**src/rtl/mem_xbar_rr_if.sv**
```systemverilog
// mem_xbar_rr_if: bundles the core-side request/response ports and the single
// downstream memory port of the mem_xbar_rr crossbar.
// slave  = crossbar view, master = environment (cores, HTIF, L2) view.
// The MEM_*_BITS defaults apply only when the including build leaves them undefined.
`ifndef MEM_ADDR_BITS
`define MEM_ADDR_BITS 32
`endif
`ifndef MEM_DATA_BITS
`define MEM_DATA_BITS 64
`endif
`ifndef MEM_TAG_BITS
`define MEM_TAG_BITS 4
`endif

interface mem_xbar_rr_if #(
    parameter int NPORTS    = 3,
    parameter int ADDR_BITS = `MEM_ADDR_BITS,
    parameter int DATA_BITS = `MEM_DATA_BITS,
    parameter int TAG_BITS  = `MEM_TAG_BITS
);
    localparam int ID_BITS = $clog2(NPORTS);

    // core side
    logic [NPORTS-1:0]           req_val;
    logic [NPORTS-1:0]           req_rdy;
    logic [NPORTS-1:0]           req_rw;
    logic [NPORTS*ADDR_BITS-1:0] req_addr;
    logic [NPORTS*DATA_BITS-1:0] req_data;
    logic [NPORTS*TAG_BITS-1:0]  req_tag;
    logic [NPORTS-1:0]           resp_val;
    logic [NPORTS-1:0]           resp_nack;
    logic [DATA_BITS-1:0]        resp_data;
    logic [TAG_BITS-1:0]         resp_tag;

    // memory side
    logic                        mem_req_val;
    logic                        mem_req_rdy;
    logic                        mem_req_rw;
    logic [ADDR_BITS-1:0]        mem_req_addr;
    logic [DATA_BITS-1:0]        mem_req_data;
    logic [ID_BITS+TAG_BITS-1:0] mem_req_tag;
    logic                        mem_resp_val;
    logic                        mem_resp_nack;
    logic [DATA_BITS-1:0]        mem_resp_data;
    logic [ID_BITS+TAG_BITS-1:0] mem_resp_tag;

    modport slave (
        input  req_val, req_rw, req_addr, req_data, req_tag,
        output req_rdy, resp_val, resp_nack, resp_data, resp_tag,
        output mem_req_val, mem_req_rw, mem_req_addr, mem_req_data, mem_req_tag,
        input  mem_req_rdy, mem_resp_val, mem_resp_nack, mem_resp_data, mem_resp_tag
    );

    modport master (
        output req_val, req_rw, req_addr, req_data, req_tag,
        input  req_rdy, resp_val, resp_nack, resp_data, resp_tag,
        input  mem_req_val, mem_req_rw, mem_req_addr, mem_req_data, mem_req_tag,
        output mem_req_rdy, mem_resp_val, mem_resp_nack, mem_resp_data, mem_resp_tag
    );
endinterface

```
**src/rtl/mem_xbar_rr.sv**
```systemverilog
// mem_xbar_rr: N-port round-robin request crossbar onto one memory port with a
// one-entry registered output stage, plus 1-cycle registered response routing
// by the source index carried in the upper tag bits.
// Optional feature macro XBAR_HTIF_PRIO_EN: port 0 (HTIF) always wins when it
// requests and its grants leave the round-robin pointer untouched.
`ifndef MEM_ADDR_BITS
`define MEM_ADDR_BITS 32
`endif
`ifndef MEM_DATA_BITS
`define MEM_DATA_BITS 64
`endif
`ifndef MEM_TAG_BITS
`define MEM_TAG_BITS 4
`endif

module mem_xbar_rr #(
    parameter int NPORTS    = 3,
    parameter int ADDR_BITS = `MEM_ADDR_BITS,
    parameter int DATA_BITS = `MEM_DATA_BITS,
    parameter int TAG_BITS  = `MEM_TAG_BITS
) (
    input  logic          clk,
    input  logic          reset_n,
    mem_xbar_rr_if.slave  bus
);
    localparam int ID_BITS = $clog2(NPORTS);
    localparam int OT_BITS = ID_BITS + TAG_BITS;

    // per-port views of the flattened request buses
    logic [ADDR_BITS-1:0] w_addr_arr [NPORTS];
    logic [DATA_BITS-1:0] w_data_arr [NPORTS];
    logic [TAG_BITS-1:0]  w_tag_arr  [NPORTS];

    logic [NPORTS-1:0]    w_gnt;
    logic [ID_BITS-1:0]   w_gnt_idx;
    logic                 w_any;
    logic                 w_open;
    logic                 w_fire;
    logic [ID_BITS-1:0]   w_ptr_next;
    logic [ID_BITS-1:0]   w_resp_id;
    logic [NPORTS-1:0]    w_resp_hit;

    logic                 r_out_val;
    logic                 r_out_rw;
    logic [ADDR_BITS-1:0] r_out_addr;
    logic [DATA_BITS-1:0] r_out_data;
    logic [OT_BITS-1:0]   r_out_tag;
    logic [ID_BITS-1:0]   r_ptr;

    logic [NPORTS-1:0]    r_resp_val;
    logic [NPORTS-1:0]    r_resp_nack;
    logic [DATA_BITS-1:0] r_resp_data;
    logic [TAG_BITS-1:0]  r_resp_tag;

    genvar gi;
    generate
        for (gi = 0; gi < NPORTS; gi++) begin : g_port
            assign w_addr_arr[gi] = bus.req_addr[gi*ADDR_BITS +: ADDR_BITS];
            assign w_data_arr[gi] = bus.req_data[gi*DATA_BITS +: DATA_BITS];
            assign w_tag_arr[gi]  = bus.req_tag[gi*TAG_BITS +: TAG_BITS];
            assign w_resp_hit[gi] = (w_resp_id == ID_BITS'(gi));
        end
    endgenerate

    // Round-robin search starting at r_ptr; iterating from the farthest offset
    // down lets the closest requester overwrite earlier candidates.
    always_comb begin
        logic [ID_BITS:0] v_j;
        v_j       = '0;
        w_gnt     = '0;
        w_gnt_idx = '0;
        w_any     = 1'b0;
        for (int k = NPORTS - 1; k >= 0; k--) begin
            v_j = {1'b0, r_ptr} + (ID_BITS+1)'(k);
            if (v_j >= (ID_BITS+1)'(NPORTS))
                v_j = v_j - (ID_BITS+1)'(NPORTS);
            if (bus.req_val[v_j[ID_BITS-1:0]]) begin
                w_gnt_idx = v_j[ID_BITS-1:0];
                w_any     = 1'b1;
            end
        end
`ifdef XBAR_HTIF_PRIO_EN
        if (bus.req_val[0]) begin
            w_gnt_idx = '0;
            w_any     = 1'b1;
        end
`endif
        if (w_any)
            w_gnt[w_gnt_idx] = 1'b1;
    end

    // The stage accepts when empty or draining this cycle; no grants while in reset.
    assign w_open      = ~r_out_val | bus.mem_req_rdy;
    assign w_fire      = w_any & w_open;
    assign bus.req_rdy = w_gnt & {NPORTS{w_open & reset_n}};

    assign w_ptr_next = (w_gnt_idx == ID_BITS'(NPORTS - 1)) ? '0 : w_gnt_idx + 1'b1;

    // Output stage: load the winner, drain when downstream takes it, else hold.
    always_ff @(posedge clk or negedge reset_n) begin
        if (!reset_n) begin
            r_out_val  <= 1'b0;
            r_out_rw   <= 1'b0;
            r_out_addr <= '0;
            r_out_data <= '0;
            r_out_tag  <= '0;
            r_ptr      <= '0;
        end else if (w_fire) begin
            r_out_val  <= 1'b1;
            r_out_rw   <= bus.req_rw[w_gnt_idx];
            r_out_addr <= w_addr_arr[w_gnt_idx];
            r_out_data <= w_data_arr[w_gnt_idx];
            r_out_tag  <= {w_gnt_idx, w_tag_arr[w_gnt_idx]};
`ifdef XBAR_HTIF_PRIO_EN
            if (w_gnt_idx != '0)
                r_ptr <= w_ptr_next;
`else
            r_ptr <= w_ptr_next;
`endif
        end else if (bus.mem_req_rdy) begin
            r_out_val <= 1'b0;
        end
    end

    assign bus.mem_req_val  = r_out_val;
    assign bus.mem_req_rw   = r_out_rw;
    assign bus.mem_req_addr = r_out_addr;
    assign bus.mem_req_data = r_out_data;
    assign bus.mem_req_tag  = r_out_tag;

    assign w_resp_id = bus.mem_resp_tag[OT_BITS-1 -: ID_BITS];

    // Response routing: val and nack decoded independently; out-of-range ids hit no port.
    always_ff @(posedge clk or negedge reset_n) begin
        if (!reset_n) begin
            r_resp_val  <= '0;
            r_resp_nack <= '0;
            r_resp_data <= '0;
            r_resp_tag  <= '0;
        end else begin
            r_resp_val  <= {NPORTS{bus.mem_resp_val}}  & w_resp_hit;
            r_resp_nack <= {NPORTS{bus.mem_resp_nack}} & w_resp_hit;
            r_resp_data <= bus.mem_resp_data;
            r_resp_tag  <= bus.mem_resp_tag[TAG_BITS-1:0];
        end
    end

    assign bus.resp_val  = r_resp_val;
    assign bus.resp_nack = r_resp_nack;
    assign bus.resp_data = r_resp_data;
    assign bus.resp_tag  = r_resp_tag;

endmodule

```
**src/flat_wrapper.sv**
```systemverilog
// flat-port wrapper written by rule: the top's interface ports become plain ports
module mem_xbar_rr_flat 
#(
    parameter int NPORTS    = 3,
    parameter int ADDR_BITS = `MEM_ADDR_BITS,
    parameter int DATA_BITS = `MEM_DATA_BITS,
    parameter int TAG_BITS  = `MEM_TAG_BITS
)
  (clk, reset_n, bus_req_val, bus_req_rw, bus_req_addr, bus_req_data, bus_req_tag, bus_req_rdy, bus_resp_val, bus_resp_nack, bus_resp_data, bus_resp_tag, bus_mem_req_val, bus_mem_req_rw, bus_mem_req_addr, bus_mem_req_data, bus_mem_req_tag, bus_mem_req_rdy, bus_mem_resp_val, bus_mem_resp_nack, bus_mem_resp_data, bus_mem_resp_tag);
  mem_xbar_rr_if #(.NPORTS(NPORTS), .ADDR_BITS(ADDR_BITS), .DATA_BITS(DATA_BITS), .TAG_BITS(TAG_BITS)) bus_i ();
  input  logic clk;
  input  logic reset_n;
  input wire logic [$bits(bus_i.req_val)-1:0] bus_req_val;
  input wire logic [$bits(bus_i.req_rw)-1:0] bus_req_rw;
  input wire logic [$bits(bus_i.req_addr)-1:0] bus_req_addr;
  input wire logic [$bits(bus_i.req_data)-1:0] bus_req_data;
  input wire logic [$bits(bus_i.req_tag)-1:0] bus_req_tag;
  output wire logic [$bits(bus_i.req_rdy)-1:0] bus_req_rdy;
  output wire logic [$bits(bus_i.resp_val)-1:0] bus_resp_val;
  output wire logic [$bits(bus_i.resp_nack)-1:0] bus_resp_nack;
  output wire logic [$bits(bus_i.resp_data)-1:0] bus_resp_data;
  output wire logic [$bits(bus_i.resp_tag)-1:0] bus_resp_tag;
  output wire logic [$bits(bus_i.mem_req_val)-1:0] bus_mem_req_val;
  output wire logic [$bits(bus_i.mem_req_rw)-1:0] bus_mem_req_rw;
  output wire logic [$bits(bus_i.mem_req_addr)-1:0] bus_mem_req_addr;
  output wire logic [$bits(bus_i.mem_req_data)-1:0] bus_mem_req_data;
  output wire logic [$bits(bus_i.mem_req_tag)-1:0] bus_mem_req_tag;
  input wire logic [$bits(bus_i.mem_req_rdy)-1:0] bus_mem_req_rdy;
  input wire logic [$bits(bus_i.mem_resp_val)-1:0] bus_mem_resp_val;
  input wire logic [$bits(bus_i.mem_resp_nack)-1:0] bus_mem_resp_nack;
  input wire logic [$bits(bus_i.mem_resp_data)-1:0] bus_mem_resp_data;
  input wire logic [$bits(bus_i.mem_resp_tag)-1:0] bus_mem_resp_tag;
  assign bus_i.req_val = bus_req_val;
  assign bus_i.req_rw = bus_req_rw;
  assign bus_i.req_addr = bus_req_addr;
  assign bus_i.req_data = bus_req_data;
  assign bus_i.req_tag = bus_req_tag;
  assign bus_req_rdy = bus_i.req_rdy;
  assign bus_resp_val = bus_i.resp_val;
  assign bus_resp_nack = bus_i.resp_nack;
  assign bus_resp_data = bus_i.resp_data;
  assign bus_resp_tag = bus_i.resp_tag;
  assign bus_mem_req_val = bus_i.mem_req_val;
  assign bus_mem_req_rw = bus_i.mem_req_rw;
  assign bus_mem_req_addr = bus_i.mem_req_addr;
  assign bus_mem_req_data = bus_i.mem_req_data;
  assign bus_mem_req_tag = bus_i.mem_req_tag;
  assign bus_i.mem_req_rdy = bus_mem_req_rdy;
  assign bus_i.mem_resp_val = bus_mem_resp_val;
  assign bus_i.mem_resp_nack = bus_mem_resp_nack;
  assign bus_i.mem_resp_data = bus_mem_resp_data;
  assign bus_i.mem_resp_tag = bus_mem_resp_tag;
  mem_xbar_rr #(.NPORTS(NPORTS), .ADDR_BITS(ADDR_BITS), .DATA_BITS(DATA_BITS), .TAG_BITS(TAG_BITS)) u_core (.clk(clk), .reset_n(reset_n), .bus(bus_i));
endmodule
```
**config.mk**
```make
export PLATFORM = sky130hd
export DESIGN_NAME = mem_xbar_rr_flat
export DESIGN_NICKNAME = d
export VERILOG_FILES = /design/src/rtl/mem_xbar_rr_if.sv /design/src/rtl/mem_xbar_rr.sv /design/src/flat_wrapper.sv
export SDC_FILE = /design/constraint.sdc
export NUM_CORES = 1
export LEC_CHECK = 0
export CAP_MARGIN = 20
export CORE_AREA = 2 2 221 223
export CTS_CLUSTER_SIZE = 10
export DETAILED_ROUTE_END_ITERATION = 7
export DIE_AREA = 0 0 223 225
export HOLD_SLACK_MARGIN = 0.08
export SLEW_MARGIN = 20
export SYNTH_ARGS = -nofsm -noshare
export SYNTH_HDL_FRONTEND = slang
export SYNTH_SLANG_ARGS = --single-unit
```
**constraint.sdc**
```tcl
create_clock -name clk -period 2.55 [get_ports clk]
set_clock_uncertainty 0.2 [all_clocks]
set_input_delay 0.51 -clock clk [delete_from_list [all_inputs] [get_ports clk]]
set_output_delay 0.51 -clock clk [all_outputs]
set_load 0.03 [all_outputs]
```
==> results of run 1 <==
==> kinds of logic after synthesis <==
| family | after synthesis | synth area share [%] |
|---|---|---|
| adders and majority gates | 3 | 0.422 |
| buffers and inverters | 107 | 5.84 |
| AOI/OAI and AO/OA | 324 | 21.8 |
| and+or+nand+nor | 137 | 9.69 |
| DFF | 180 | 50.7 |
| muxes | 103 | 11.6 |
==> where the power goes <==
group / switching (W) / internal [W]
Combinational: 0.00866 / 0.00760
Clock: 0.00145 / 0.00135
Sequential: 0.000559 / 0.00388
Total: 0.0107 / 0.0128
==> routing by layer <==
layer,up-vias,share of wire [%]
met4,2,4.2
li1,4489,-
met3,89,8.5
met2,519,49
met5,-,0.019
met1,4904,38
==> cells in the final DEF, fill, tap and decap left out, types with 3 or more instances in the layout <==
cell / count
a21oi_1: 99
a21oi_2: 3
a31oi_1: 97
a31oi_4: 3
and3b_1: 4
buf_12: 18
buf_16: 12
buf_4: 62
buf_6: 16
buf_8: 11
bufbuf_16: 4
clkbuf_16: 17
clkdlybuf4s50_1: 557
clkinv_8: 5
dfrtp_1: 180
inv_6: 3
inv_8: 5
mux2i_1: 96
mux2i_2: 4
mux2i_4: 3
nand2_1: 4
nand2b_1: 3
nor2b_1: 6
nor3b_1: 3
o21ai_4: 3
o22ai_1: 96
o22ai_2: 5
or3_1: 103
==> state kept, by name, summed over array words and instances (netlist names) <==
register / flops
u_core.bus.mem_req_data: 64
u_core.bus.resp_data: 64
u_core.bus.mem_req_addr: 32
u_core.bus.mem_req_tag: 6
u_core.bus.resp_tag: 4
u_core.bus.resp_nack: 3
u_core.bus.resp_val: 3
u_core.r_ptr: 2
u_core.bus.mem_req_rw: 1
u_core.bus.mem_req_val: 1
==> worst max path at each step <==
stage	cells past startpoint	startpoint	slack [ns]	to
2_1_floorplan	7	bus_req_val[0]	-0.34	bus_req_rdy[1]
3_3_place_gp	6	bus_req_val[0]	-0.50	bus_req_rdy[1]
3_5_place_dp	6	bus_req_val[0]	-0.50	bus_req_rdy[1]
4_1_cts	9	u_core.r_ptr[1]	-0.64	bus_req_rdy[0]
5_1_grt	8	u_core.r_ptr[1]	-0.66	bus_req_rdy[1]
6_report	10	u_core.r_ptr[1]	-0.56	bus_req_rdy[0]
==> cell type report <==
cell class | count | area share (%)
Multi-Input combinational cell | 567 | 24.2
Inverter | 3 | 0.0650
Antenna cell | 2 | 0.0289
Tap cell | 615 | 4.44
Clock inverter | 14 | 0.996
Clock buffer | 18 | 2.53
Sequential cell | 180 | 26.0
Timing Repair Buffer | 682 | 41.7
==> critical path, delay by kind of cell, from the launching register on <==
kind	cells	cell delay [ns]
adder cells (fa/ha/maj)	1	0.15
flip-flops	1	0.42
multiplexers	1	0.18
AO/OA/AOI/OAI	2	0.38
AND/OR/NAND/NOR	2	0.25
buffers and inverters	4	0.53
==> through the flow <==
step / power, W / hold WS [ns] / util (%) / area (um^2)
after CTS: 0.0233 / 0.202 / 36.2 / 17200
final: 0.0235 / 0.238 / 36.4 / 17300
after floorplan: 0.0126 / 0.0144 / - / 9010
after global placement: 0.0183 / 0.270 / 33.1 / 15800
after global routing: 0.0247 / 0.213 / 36.4 / 17300
after detailed placement: 0.0184 / 0.284 / 33.1 / 15800
==> repair_timing <==
| item | CTS | global route |
|---|---|---|
| gates cloned | 12 | 0 |
| setup endpoints to repair | 108 | 108 |
| gates resized for setup | 80 | 15 |
| hold buffers | 1 | 0 |
| pin swaps | 12 | 9 |
| endpoints found under the hold margin | 164 | 0 |
| buffers inserted | 16 | 4 |
==> results.ini, run 1 <==
[status]
status=finished, violations left
violations=setup timing

[setup_path]
regToRegSetupSlack_ns=-0.35
worstSetupPathType=reg2out
critPathLaunchType=register
critical_path.max_fanout=4
slowest_stage=dfrtp_1
required_ns=1.84
crit_path_end_kind=output port
crit_chain=buf_6, ha_4, buf_6, buf_6, mux2i_4, o21ai_4, a22o_4, nand2_8, nor3_4, buf_6
r2r_cells=15
path_common_cell=buf_6
crit_path_max_incr_delay_ns=0.42
arrival_ns=2.40
r2r_start=u_core.r_ptr[0]
r2r-end=u_core.bus.mem_req_data[13]

[logic_synthesis]
ys_warn_count=0
ys_top_cells_by_count=dfrtp_1 (180), mux2i_1 (103), or3_1 (103)
synthTopCellsByArea=dfrtp_1 (51%), mux2i_1 (12%), or3_1 (7.2%)
syn_inst=854
netlist.area_leader.share_pct=50.7
synth_ff_type=dfrtp_1
async_flop_share_pct=100
syn_nets=1238
post-synth-top-area-cell=dfrtp_1
syn_avg_cell_area_um2=10.4
synth_edf_count=0
yosys_register_bits=180
synth.most_common_cell=dfrtp_1
synth.distinct_cells=42
synth_area_um2=8890
yosysSeqAreaShare_pct=50.7

[routing]
wl_um=46800
vias=10000
antenna_left=0
drc=0
avgViaCountPerCell=4.81
drt_iter0_drc=483
avgRoutedWirePerCell_um=22.5
first_pass_iters=5

[final_layout]
layout.area.seq_um2=4500
nFillCells=4663
synthToLayoutAreaGrowth_pct=94.9
fin_nets=1835
drive_gt1_share_pct=13.6
stdcell_count=2081
multi_input_area_um2=4200

[placement]
dp_slack_ns=-0.504
place_congestion=0.860
dp_cells=2014
io_buffers=561
dp.final_hpwl_um=32800

[clocking]
clock_path_buffers=2
clkSinkCount=180
clk_pin_slew_ns=0.08
cts_root_buffer=clkbuf_16
cts_tree=yes
cts_made_buffers=17
h-tree-depth=4
clk_latency_ns=0.49

[worst_hold_path]
hold_end=u_core.bus.resp_data[62]
hold_start=bus_mem_resp_data[62]
hold_class=in2reg
hold_depth=1

[global_routing]
busiest_layer=met2
grt_pass1_vias=10700
grt.overflow.total=0
gr-usage-met2_pct=30.9
grt_pass1_wl_um=68600
grtUsageMet1_pct=20.5
grtUsageMet3_pct=6.13
grt_max_degree=125
antenna_found_initial=4
grtUsageTotal_pct=18.3

[pwr]
ir_drop_mv=0.709
p_leak_nw=6.80
powerDensity_nw_per_um2=1360

[sta]
fin_crit_ns=3.11
relSlewSlack_pct=42.3
fmax_mhz=321
fin_setup_tns_ns=-28.32
hold_viol=0
rsz0062_at_grt=yes
worstMarginPinSlew_ns=0.865
post-route-period-util_pct=122
slew_viol_final=0
worst_slack_ns=-0.563
finalSetupViolations=106

[floorplanning]
dieArea_um2=50200
coreArea_um2=47500
die-height_um=225
initial_core_util_pct=18.7
ios=562
die_w_um=223
rows=80

[run]
drv_cap=0

Note: power is estimated with default switching activity, not from simulation.
==> run 2, diff against run 1 <==
--- a/config.mk
+++ b/config.mk
@@ -6,10 +6,13 @@
 export NUM_CORES = 1
 export LEC_CHECK = 0
 export CAP_MARGIN = 20
-export CORE_AREA = 2 2 221 223
+export CORE_AREA = 2 2 216 218
+export CTS_BUF_LIST = sky130_fd_sc_hd__clkbuf_8 sky130_fd_sc_hd__clkbuf_16
 export CTS_CLUSTER_SIZE = 10
 export DETAILED_ROUTE_END_ITERATION = 7
-export DIE_AREA = 0 0 223 225
+export DIE_AREA = 0 0 218 220
+export DONT_BUFFER_PORTS = 1
+export GPL_TIMING_DRIVEN = 0
 export HOLD_SLACK_MARGIN = 0.08
 export SLEW_MARGIN = 20
 export SYNTH_ARGS = -nofsm -noshare
==> results.ini, run 2 <==
[logic_synthesis]
synth.distinct_cells=42
post-synth-top-area-cell=dfrtp_1
ys_warn_count=0
yosysSeqAreaShare_pct=50.7
netlist.area_leader.share_pct=50.7
synth_ff_type=dfrtp_1
synthTopCellsByArea=dfrtp_1 (51%), mux2i_1 (12%), or3_1 (7.2%)
ys_top_cells_by_count=dfrtp_1 (180), mux2i_1 (103), or3_1 (103)
synth.most_common_cell=dfrtp_1
syn_nets=1238
syn_inst=854
synth_edf_count=0
synth_area_um2=8890
yosys_register_bits=180
async_flop_share_pct=100
syn_avg_cell_area_um2=10.4

[placement]
place_area_um2=9770
dp.final_hpwl_um=32600
io_buffers=0
dp_cells=1461
place_congestion=0.904

[clocking]
cts-resized-gates=160
cts_made_buffers=17
cts_root_buffer=clkbuf_16
h-tree-depth=4
clkSinkCount=180
postCtsSetupBuffers=46
clock_path_buffers=2
cts.hold.buffers_added=309

[status]
status=aborted with a tool error
error_line=[ERROR RSZ-0060] Max buffer count reached.
failed_stage=clock tree synthesis

[floorplanning]
ios=562
initial_core_util_pct=19.4
rows=79
die-height_um=220
die_w_um=218

## run 2: cell counts after synthesis
Identical to the previous run, type by type.
## run 2: kinds of logic after synthesis
family,after synthesis,synth area share [%]
mux,103,11.6
compound gates,324,21.8
flops,180,50.7
simple gates,137,9.69
fa+ha+maj,3,0.422
buf+inv,107,5.84
## run 2: stage by stage
| stage | worst slack, ns | hold slack (ns) | util (%) |
|---|---|---|---|
| after floorplan | -0.337 | 0.0144 | - |
| after global placement | -1.30 | 0.0179 | 21.3 |
| after detailed placement | -0.897 | 0.0173 | 21.3 |
==> run 3, diff against run 2 <==
--- a/config.mk
+++ b/config.mk
@@ -7,13 +7,11 @@
 export LEC_CHECK = 0
 export CAP_MARGIN = 20
 export CORE_AREA = 2 2 216 218
-export CTS_BUF_LIST = sky130_fd_sc_hd__clkbuf_8 sky130_fd_sc_hd__clkbuf_16
-export CTS_CLUSTER_SIZE = 10
 export DETAILED_ROUTE_END_ITERATION = 7
 export DIE_AREA = 0 0 218 220
 export DONT_BUFFER_PORTS = 1
 export GPL_TIMING_DRIVEN = 0
-export HOLD_SLACK_MARGIN = 0.08
+export PLACE_DENSITY_LB_ADDON = 0.15
 export SLEW_MARGIN = 20
 export SYNTH_ARGS = -nofsm -noshare
 export SYNTH_HDL_FRONTEND = slang
==> constraint.sdc (replaced) <==
create_clock -name clk -period 3.3 [get_ports clk]
set_clock_uncertainty 0.2 [all_clocks]
set_input_delay 0.66 -clock clk [delete_from_list [all_inputs] [get_ports clk]]
set_output_delay 0.66 -clock clk [all_outputs]
set_load 0.03 [all_outputs]
==> results.ini, run 3 (same netlist as run 1, synthesis figures left out) <==
[status]
status=finished, violations left
violations=hold timing, setup timing

[sta]
finalSetupViolations=2
fin_crit_ns=3.36
post-route-period-util_pct=102
rsz0062_at_grt=yes
fmax_mhz=298
fin_setup_tns_ns=-0.0719
timing.hold.ws_ns=-0.329
worstMarginPinSlew_ns=0.845
slew_viol_final=0
relSlewSlack_pct=43.7
worst_slack_ns=-0.0609
hold_viol=180

[clocking]
clock_path_buffers=2
clk_latency_ns=0.49
cts.hold.buffers_added=68
clk_pin_slew_ns=0.08
clkSinkCount=180
cts_root_buffer=clkbuf_16
cts_made_buffers=17
h-tree-depth=4
cts_tree=yes

[final_layout]
drive_gt1_share_pct=13.7
final_common_cell=dfrtp_1
synthToLayoutAreaGrowth_pct=27.9
nFillCells=4947
stdcell_count=1587
fin_nets=1343
final_cell_mix=dfrtp_1 (180), mux2i_1 (103), or3_1 (103)
layout.area.seq_um2=4500
multi_input_area_um2=4060

[placement]
io_buffers=0
dp.final_hpwl_um=32500
place_congestion=0.823
dp_cells=1461

[floorplanning]
ios=562
die-height_um=220
rows=79
initial_core_util_pct=19.4
die_w_um=218
dieArea_um2=48000
coreArea_um2=45900

[global_routing]
grt_max_degree=182
grt_pass1_vias=8363
grt.overflow.total=0
antenna_found_initial=13
grtUsageTotal_pct=17.9
grt_pass1_wl_um=60700

[setup_path]
crit_path_end_kind=output port
critical_path.max_fanout=4
crit_path_max_incr_delay_ns=0.50
cp_top_family=compound AO/OA/AOI/OAI gates
worst-path-buf-inv=1
crit_chain=buf_4, ha_4, and2_4, or4_4, a21o_4, a211oi_4
slowest_stage=or4_4
required_ns=2.44
arrival_ns=2.50
worstSetupPathType=reg2out
critPathLaunchType=register

[routing]
avgRoutedWirePerCell_um=28.1
avgViaCountPerCell=5.04
vias=8005
wl_um=44500
drt_iter0_drc=491
first_pass_iters=5
antenna_left=0
drc=0

[pwr]
powerDensity_nw_per_um2=1290
p_leak_nw=4.43
power.total_w=0.0146
ir_drop_mv=0.423

[worst_hold_path]
hold_class=in2async

[run]
drv_cap=0

run 3: layer usage:
| metal | part of all wire, % | routed length, um | track usage [%] |
|---|---|---|---|
| met5 | 0.11 | 48 | 0 |
| met4 | 2.0 | 869 | 6.49 |
| met3 | 9.8 | 4350 | 7.25 |
| met2 | 50 | 22100 | 29.8 |
| met1 | 38 | 17100 | 20.7 |
run 3: layout make-up:
cell class | count | area share (%)
clock buffers | 18 | 3.86
well taps | 607 | 6.68
clock inverters | 14 | 1.52
diodes | 8 | 0.176
flip-flops and latches | 180 | 39.6
inverters | 3 | 0.0990
plain buffers | 97 | 4.54
repair buffers | 93 | 7.85
multi-input cells | 567 | 35.7
run 3: final timing paths:
| check | startpoint | end | slack (ns) | cells after the start |
|---|---|---|---|---|
| worst max-delay path | u_core.r_ptr[0] | bus_req_rdy[1] | -0.06 | 6 |
| worst min-delay path | reset_n | u_core.bus.resp_data[5] | -0.33 | 0 |
| worst max register to register | u_core.r_ptr[1] | u_core.bus.mem_req_data[59] | 0.20 | 8 |
| worst min register to register | u_core.r_ptr[0] | u_core.r_ptr[0] | 0.40 | 2 |
| max in group asynchronous | reset_n | u_core.bus.mem_req_data[7] | 2.91 | 0 |
| min in group clk | bus_mem_resp_tag[5] | u_core.bus.resp_nack[0] | 0.04 | 1 |
run 3: where the power goes:
part / switching, W / leakage (nW) / internal [W]
registers: 0.00205 / 2.08 / 0.00297
logic: 0.00452 / 2.05 / 0.00291
clock network: 0.00114 / 0.299 / 0.00105
total: 0.00772 / 4.43 / 0.00693
run 3: repair_timing:
| action | CTS | global route |
|---|---|---|
| endpoints found under the setup margin | 94 | 7 |
| cloned | 0 | 0 |
| pin swaps | 8 | 14 |
| gates resized for setup | 47 | 18 |
| hold endpoints to repair | 248 | 180 |
| setup buffers | 10 | 15 |
run 3: per-stage QoR:
step	utilization [%]	setup WS (ns)	hold WS, ns	area [um^2]
after floorplan	-	0.0140	0.164	8900
after global placement	21.1	-0.840	0.168	9660
after detailed placement	21.1	-0.805	0.168	9660
after CTS	24.4	-0.154	-0.389	11200
after global routing	24.8	-0.141	-0.370	11400
final	24.8	-0.0609	-0.329	11400
